`src/rtl/reg_file_2r1w.sv`:
```
// Two-read, one-write register file with per-bit write mask, write-first read bypass,
// a sticky out-of-range error flag and a one-entry-per-cycle clear sweep.
module reg_file_2r1w #(
    parameter int unsigned WIDTH = 8,
    parameter int unsigned DEPTH = 8,
    localparam int unsigned AW = $clog2(DEPTH)
) (
    input  logic             clk,
    input  logic             rst_n,
    input  logic             wen,
    input  logic [AW-1:0]    waddr,
    input  logic [WIDTH-1:0] din,
    input  logic [WIDTH-1:0] wmask,
    input  logic             oen_a,
    input  logic [AW-1:0]    raddr_a,
    output logic [WIDTH-1:0] dout_a,
    input  logic             oen_b,
    input  logic [AW-1:0]    raddr_b,
    output logic [WIDTH-1:0] dout_b,
    input  logic             clr,
    output logic             busy,
    output logic             err
);

    localparam int unsigned AW1      = AW + 1;
    localparam logic [AW:0]   DEPTH_W = AW1'(DEPTH);
    localparam logic [AW-1:0] LAST    = AW'(DEPTH - 1);

    typedef enum logic [0:0] {IDLE, CLEAR} state_e;

    state_e            state_q, state_d;
    logic [AW-1:0]     ptr_q, ptr_d;
    logic [WIDTH-1:0]  regs_q [DEPTH];
    logic [WIDTH-1:0]  regs_d [DEPTH];
    logic [WIDTH-1:0]  dout_a_q, dout_a_d;
    logic [WIDTH-1:0]  dout_b_q, dout_b_d;
    logic              busy_q, busy_d;
    logic              err_q, err_d;

    logic              waddr_ok, ra_ok, rb_ok;
    logic              wr_ok;
    logic [WIDTH-1:0]  wr_cur, merged;
    logic [WIDTH-1:0]  rd_a, rd_b;

    assign waddr_ok = {1'b0, waddr}   < DEPTH_W;
    assign ra_ok    = {1'b0, raddr_a} < DEPTH_W;
    assign rb_ok    = {1'b0, raddr_b} < DEPTH_W;

    // A write lands only in IDLE without a competing clear request.
    assign wr_ok  = wen && waddr_ok && !clr && (state_q == IDLE);
    assign wr_cur = waddr_ok ? regs_q[waddr] : '0;
    assign merged = (din & wmask) | (wr_cur & ~wmask);

    // Write-first: a same-edge write to the read address is forwarded.
    assign rd_a = !ra_ok ? '0 : (wr_ok && (waddr == raddr_a)) ? merged : regs_q[raddr_a];
    assign rd_b = !rb_ok ? '0 : (wr_ok && (waddr == raddr_b)) ? merged : regs_q[raddr_b];

    always_ff @(posedge clk or negedge rst_n) begin
        if (!rst_n) begin
            state_q <= IDLE;
            ptr_q   <= '0;
        end else begin
            state_q <= state_d;
            ptr_q   <= ptr_d;
        end
    end

    always_comb begin
        state_d = state_q;
        ptr_d   = ptr_q;
        case (state_q)
            IDLE: begin
                if (clr) begin
                    state_d = CLEAR;
                    ptr_d   = '0;
                end
            end
            CLEAR: begin
                ptr_d = ptr_q + AW'(1);
                if (ptr_q == LAST) begin
                    state_d = IDLE;
                    ptr_d   = '0;
                end
            end
            default: state_d = IDLE;
        endcase
    end

    always_comb begin
        regs_d   = regs_q;
        dout_a_d = dout_a_q;
        dout_b_d = dout_b_q;
        busy_d   = busy_q;
        err_d    = err_q;
        case (state_q)
            IDLE: begin
                if (wr_ok) begin
                    regs_d[waddr] = merged;
                end
                if (oen_a) begin
                    dout_a_d = rd_a;
                end
                if (oen_b) begin
                    dout_b_d = rd_b;
                end
                if (clr) begin
                    busy_d = 1'b1;
                    err_d  = 1'b0;
                end else if ((wen && !waddr_ok) || (oen_a && !ra_ok) || (oen_b && !rb_ok)) begin
                    err_d = 1'b1;
                end
            end
            CLEAR: begin
                regs_d[ptr_q] = '0;
                if (oen_a) begin
                    dout_a_d = '0;
                end
                if (oen_b) begin
                    dout_b_d = '0;
                end
                busy_d = (ptr_q != LAST);
            end
            default: busy_d = 1'b0;
        endcase
    end

    always_ff @(posedge clk or negedge rst_n) begin
        if (!rst_n) begin
            for (int i = 0; i < int'(DEPTH); i++) begin
                regs_q[i] <= '0;
            end
            dout_a_q <= '0;
            dout_b_q <= '0;
            busy_q   <= 1'b0;
            err_q    <= 1'b0;
        end else begin
            regs_q   <= regs_d;
            dout_a_q <= dout_a_d;
            dout_b_q <= dout_b_d;
            busy_q   <= busy_d;
            err_q    <= err_d;
        end
    end

    assign dout_a = dout_a_q;
    assign dout_b = dout_b_q;
    assign busy   = busy_q;
    assign err    = err_q;

endmodule

```
`config.mk`:
```
export PLATFORM = sky130hd
export DESIGN_NAME = reg_file_2r1w
export DESIGN_NICKNAME = d
export VERILOG_FILES = /design/src/rtl/reg_file_2r1w.sv
export SDC_FILE = /design/constraint.sdc
export NUM_CORES = 1
export LEC_CHECK = 0
export ABC_AREA = 0
export CAP_MARGIN = 20
export CORE_ASPECT_RATIO = 1.4
export CORE_MARGIN = 3
export CORE_UTILIZATION = 45
export DETAILED_ROUTE_END_ITERATION = 10
export GPL_ROUTABILITY_DRIVEN = 0
export PLACE_DENSITY = 0.65
export SYNTH_ARGS = -nofsm -noshare
export SYNTH_HDL_FRONTEND = slang
export SYNTH_SLANG_ARGS = --single-unit
```
`constraint.sdc`:
```
create_clock -name clk -period 6 [get_ports clk]
set_clock_uncertainty 0.1 [all_clocks]
set_input_delay 0.6 -clock clk [delete_from_list [all_inputs] [get_ports clk]]
set_output_delay 0.6 -clock clk [all_outputs]
set_load 0.05 [all_outputs]
```
Yosys cells after proc, flatten, opt, wreduce, memory -nomap -nowiden
Index checks and enable logic that the tools add are counted.
{ "totals": {"romBits": 0, "ramBits": 0, "register_bits": 85, "word_cells": 82, "out_inout_bits": 18, "memories": 0, "latchBits": 0, "inputBits": 31} }
{ "classes": {"order_cmp": 6, "muxes": 32, "bitwise_logic": 11, "n_reduce_logical": 9, "n_eq_ne": 10, "multipliers": 0, "n_addsub": 1, "div_mod_pow": 0, "shifts": 0} }
{ "ops": {"columns": ["op", "n"], "rows": [
  ["case mux 64 bit (2 select lines)", 1],
  ["two-way mux 8 bit", 14],
  ["binary-select mux 8 bit (select 3 bit)", 3],
  ["AND 64 bit", 1],
  ["bitwise mux 64 bit", 1],
  ["two-way mux 64 bit", 1],
  ["inverter 64 bit", 1],
  ["demux 8 bit (select 3 bit)", 2],
  ["case mux 8 bit (2 select lines)", 2],
  ["AND 8 bit", 2],
  [">= comparator 4 bit (second input constant)", 4],
  ["inverter 3 -> 4 bit", 4],
  ["!= test 2 bit (second input constant)", 6],
  ["< comparator 4 x 1 -> 1 bit (second input constant)", 2],
  ["inverter 8 bit", 1],
  ["OR 8 bit", 1],
  ["== test 3 bit", 2],
  ["logical AND 1 bit", 6],
  ["two-way mux 3 bit", 2],
  ["case mux 3 bit (2 select lines)", 1],
  ["case mux 1 bit (2 select lines)", 2],
  ["AND reduction 2 bit", 2],
  ["adder 3 x 1 -> 3 bit (second input constant)", 1],
  ["== test 3 bit (second input constant)", 1],
  ["4 further kinds", 6]
]} }

Depth between registers and ports, before layout
{ "depth": {"depth_word": 9, "ltp_mapped": 8, "ltp_nobuf": 5} }

Worst setup path before layout
OpenSTA, ideal clock, no wires.
{ "synth_path": {"path_type": "input to register", "from": "input waddr[2]", "to": "register dout_b_q[1] (netlist: dout_b[1])", "stages": 8, "slack_ns": 3.635, "required_time_ns": 5.776, "t_arrival_ns": 2.141, "cell_sequence": "buf_2 buf_6 mux2_2 a22oi_1 nor2_1 o32a_1 buf_2 a211o_1"} }
{ "synth_via": {"elab_chain_cells": 9, "word_cells_on_any_way": 11} }
{ "synth_lines": {"columns": ["item", "line", "rtl"], "rows": [
  ["from (decl)", "11", "input logic [AW-1:0] waddr,"],
  ["inverter 3 -> 4 bit (implied by the code)", "51", "assign wr_cur = waddr_ok ? regs_q[waddr] : '0;"],
  ["binary-select mux 8 bit (select 3 bit)", "51", null],
  ["two-way mux 8 bit (implied by the code) (2 in a row)", "51", null],
  ["AND 8 bit", "52", "assign merged = (din & wmask) | (wr_cur & ~wmask);"],
  ["OR 8 bit", "52", null],
  ["two-way mux 8 bit (*)", "56", "assign rd_b = !rb_ok ? '0 : (wr_ok && (waddr == raddr_b)) ? merged : regs_q[raddr_b];"],
  ["two-way mux 8 bit (*)", "103", "if (oen_b) begin"],
  ["case mux 8 bit (2 select lines) (*)", "95", "case (state_q)"],
  ["to (signal assigned)", "139", "dout_b_q <= dout_b_d;"],
  ["to (decl)", "36", "logic [WIDTH-1:0] dout_b_q, dout_b_d;"]
]} }
Every way passes the cells marked *; elsewhere a longest branch is shown, timed or not. The select of a mux whose other input is x is not followed.
A chain may end at the register's enable or synchronous reset.

Worst setup path in the final report
{ "layout_path": {"from": "input waddr[1]", "to": "register regs_q[39] (netlist bit)"} }
{ "layout_via": {"elab_chain_cells": 9, "word_cells_on_any_way": 14} }
{ "layout_lines": {"columns": ["item", "line", "rtl"], "rows": [
  ["inverter 3 -> 4 bit (implied by the code) (*)", "51, 98", null],
  ["binary-select mux 8 bit (select 3 bit)", "51", null],
  ["two-way mux 8 bit (implied by the code) (2 in a row)", "51", null],
  ["AND 8 bit", "52", null],
  ["OR 8 bit", "52", null],
  ["bitwise mux 64 bit (*)", "98", "regs_d[waddr] = merged;"],
  ["two-way mux 64 bit (*)", "97", "if (wr_ok) begin"],
  ["case mux 64 bit (2 select lines) (*)", "95", null],
  ["to (signal assigned)", "137", "regs_q <= regs_d;"],
  ["to (decl)", "33", "logic [WIDTH-1:0] regs_q [DEPTH];"]
]} }
Marks and branches as above.

==> results.sh <==
export IMPL_drt_initial_drc_count=531
export IMPL_grt_pass1_vias=4233
export IMPL_cts_resized=0
export IMPL_areaGrowthSynthToFinish_pct=16.3
export IMPL_drive_gt1_share_pct=13.0
export IMPL_fp_dieW_um=96.2
export IMPL_tns_ns=0
export IMPL_worst_ir_drop_vdd_v=0.000228
export IMPL_io_pins=49
export IMPL_cts_sinks=85
export IMPL_required_ns=6.13
export IMPL_slew_viol_final=0
export IMPL_fin_cells=624
export IMPL_die_h_um=132
export IMPL_cap_violations=0
export IMPL_fin_crit_ns=3.57
export IMPL_regArea_um2=2130
export IMPL_status="complete, no violations"
export IMPL_cts_buffers=9
export IMPL_critPathTopFamily="buffers and inverters"
export IMPL_post_cts_buffers=0
export IMPL_synthCells=447
export IMPL_grt_use_total_pct=26.0
export IMPL_synthArstFlopShare_pct=100
export IMPL_setup_violations=0
export IMPL_hold_viol_final=0
export IMPL_tightest_slew_ns=1.16
export IMPL_grt_ovfl_total=0
export IMPL_core_um2=11000
export IMPL_p_leak_uw=0.00250
export IMPL_vias=4364
export IMPL_grt_pass1_wl_um=24700
export IMPL_wl_per_cell_um=25.6
export IMPL_io_buffers=47
export IMPL_end_kind="register"
export IMPL_critPathLaunchType="primary input"
export IMPL_synth_nets=480
export IMPL_synth_flop_cell="dfrtp_1"
export IMPL_dp_hpwl_um=11300
export IMPL_synth_edff_count=0
export IMPL_clock_path_buffers=2
export IMPL_syn_area_um2=5130
export IMPL_slew_headroom_pct=22.4
export IMPL_clkTransAtPathRegs_ns=0.06
export IMPL_clk_latency_ns=0.34
export IMPL_cp_slowest_stage_delay_ns=1.02
export IMPL_synth_seq_cells=85
export IMPL_fillers=954
export IMPL_grt_max_degree=86
export IMPL_ys_seq_area_share_pct=41.5
export IMPL_synth_avg_cell_area_um2=11.5
export IMPL_detail_route_drc_violations=0
export IMPL_drt_wl_total_um=15900
export IMPL_h_tree_depth=3
export IMPL_crit_chain="clkdlybuf4s50_1 -> buf_4 -> nand2_1 -> nor2_1 -> a31oi_1 -> a22o_1"
export IMPL_yosysWarnings=0
export IMPL_cp_arrival_ns=3.70
export IMPL_rows=45
export IMPL_fin_crit_sh_pct=59.5
export IMPL_synth_distinct_cells=49
export IMPL_max_clock_freq_ghz=0.280
export IMPL_rsz0062_at_grt="no"
export IMPL_first_pass_iters=5
export IMPL_slowest_stage="clkdlybuf4s50_1"
export IMPL_final_nets=511
export IMPL_mostFrequentLayoutCell="dfrtp_1"
export IMPL_hold_buffers=0
export IMPL_cts_tree="built"
export IMPL_worst_path_buf_inv=2
export IMPL_hp_class="in -> async"
export IMPL_antenna_found_initial=0
export IMPL_multi_input_area_um2=2720
export IMPL_dieArea_um2=12700
export IMPL_layout_common_cells="85 x dfrtp_1, 66 x a22o_1, 46 x clkdlybuf4s50_1, 39 x mux2i_1, 28 x a21oi_1"
export IMPL_vias_per_cell=6.99
export IMPL_detail_route_antenna_nets=0
export IMPL_start_util_pct=46.7
export IMPL_antenna_cells=0
export IMPL_cts_root_buf="clkbuf_16"
export IMPL_critical_path_class="in -> reg"
export IMPL_path_max_fanout=20
export IMPL_power_density_nw_per_um2=304
export IMPL_place_inst=607
## report_power, final
part	total (µW)	switching, µW	internal (µW)
sequential	749	104	645
combinational	482	284	197
clock	585	223	363
total	1820	611	1200
## routing by layer
layer	track usage (%)	share of wire, %
met2	39.3	47
met1	35.9	40
met4	12.3	4.3
met5	0	0
met3	4.74	8.7
## worst reg2reg max path: cells and delay by family, from the launching register on
kind	cells	cell delay [ns]
AO/OA/AOI/OAI	2	0.56
buffers and inverters	2	0.55
flip-flops	1	0.54
AND/OR/NAND/NOR	2	1.03
## stage by stage
stage	total power, µW	instance area, µm²	setup slack (ns)	util, %	hold slack [ns]
global placement	1210	5620	2.19	51.2	0.417
floorplan	1040	5130	3.63	-	0.204
CTS	1810	5940	2.60	54.1	0.394
detailed placement	1220	5630	2.24	51.3	0.422
global route	1880	5960	2.43	54.3	0.126
finish	1820	5960	2.43	54.3	0.0872
## cells by family after synthesis
family	count (synthesis)	share of synthesized area [%]
muxes	68	18.6
xor gates and xnor gates	6	1.02
buffers and inverters	58	5.54
AOI/OAI and AO/OA	155	24.6
and+or+nand+nor	72	8.19
DFF	85	41.5
adders and majority gates	2	0.488
other	1	0.0731
## worst paths after layout
| check | cells after the start | slack (ns) | end | startpoint |
|---|---|---|---|---|
| max in group asynchronous | 2 | 5.08 | regs_q[30] | rst_n |
| worst max-delay path | 6 | 2.43 | regs_q[39] | waddr[1] |
| worst min-delay path | 1 | 0.09 | dout_a[0] | rst_n |
| worst min register to register | 2 | 0.43 | dout_b[7] | dout_b[7] |
| worst max register to register | 6 | 3.11 | regs_q[60] | state_q |
| min in group clk | 2 | 0.43 | dout_b[7] | dout_b[7] |
## synth_stat cells, types with 2 or more instances
| cell type | n | area [µm²] |
|---|---|---|
| buf_2 | 14 | 70.1 |
| or4_1 | 2 | 15.0 |
| nand2b_1 | 9 | 56.3 |
| or2_2 | 2 | 12.5 |
| o32a_1 | 2 | 20.0 |
| and4b_1 | 2 | 20.0 |
| mux2i_1 | 39 | 390 |
| and3b_1 | 2 | 17.5 |
| o32ai_1 | 15 | 131 |
| a22o_1 | 66 | 578 |
| inv_1 | 23 | 86.3 |
| and2_1 | 3 | 18.8 |
| a32oi_2 | 2 | 32.5 |
| nor3b_1 | 2 | 15.0 |
| a31oi_1 | 5 | 31.3 |
| buf_4 | 7 | 52.6 |
| a21oi_1 | 28 | 140 |
| nand3_1 | 3 | 15.0 |
| a311oi_1 | 3 | 26.3 |
| nor2_1 | 18 | 67.6 |
| a21oi_4 | 2 | 32.5 |
| ha_1 | 2 | 25.0 |
| buf_1 | 3 | 11.3 |
| buf_6 | 3 | 33.8 |
| mux2_2 | 8 | 90.1 |
| nor3_2 | 4 | 40.0 |
| nand2_1 | 9 | 33.8 |
| o221ai_1 | 17 | 149 |
| clkbuf_1 | 8 | 30.0 |
| nor2b_1 | 10 | 62.6 |
| xor2_1 | 6 | 52.6 |
| dfrtp_1 | 85 | 2130 |
| mux4_2 | 21 | 473 |
| o211ai_1 | 2 | 15.0 |
| a22oi_1 | 3 | 22.5 |
| a221oi_1 | 4 | 35.0 |
## final cells by class
type                            count  area share [%]
Multi-Input combinational cell    304            45.6
Sequential cell                    85            35.7
Timing Repair Buffer               55            9.19
Clock buffer                       11            3.90
Tap cell                          141            2.96
Inverter                           23            1.45
Clock inverter                      5            1.26
## registers in the layout, indices dropped and copies added, names as in the netlist
signal,count
busy,1
dout_a,8
dout_b,8
ptr_q,3
regs_q,64
state_q,1
Power figures use the tool's default switching activity.
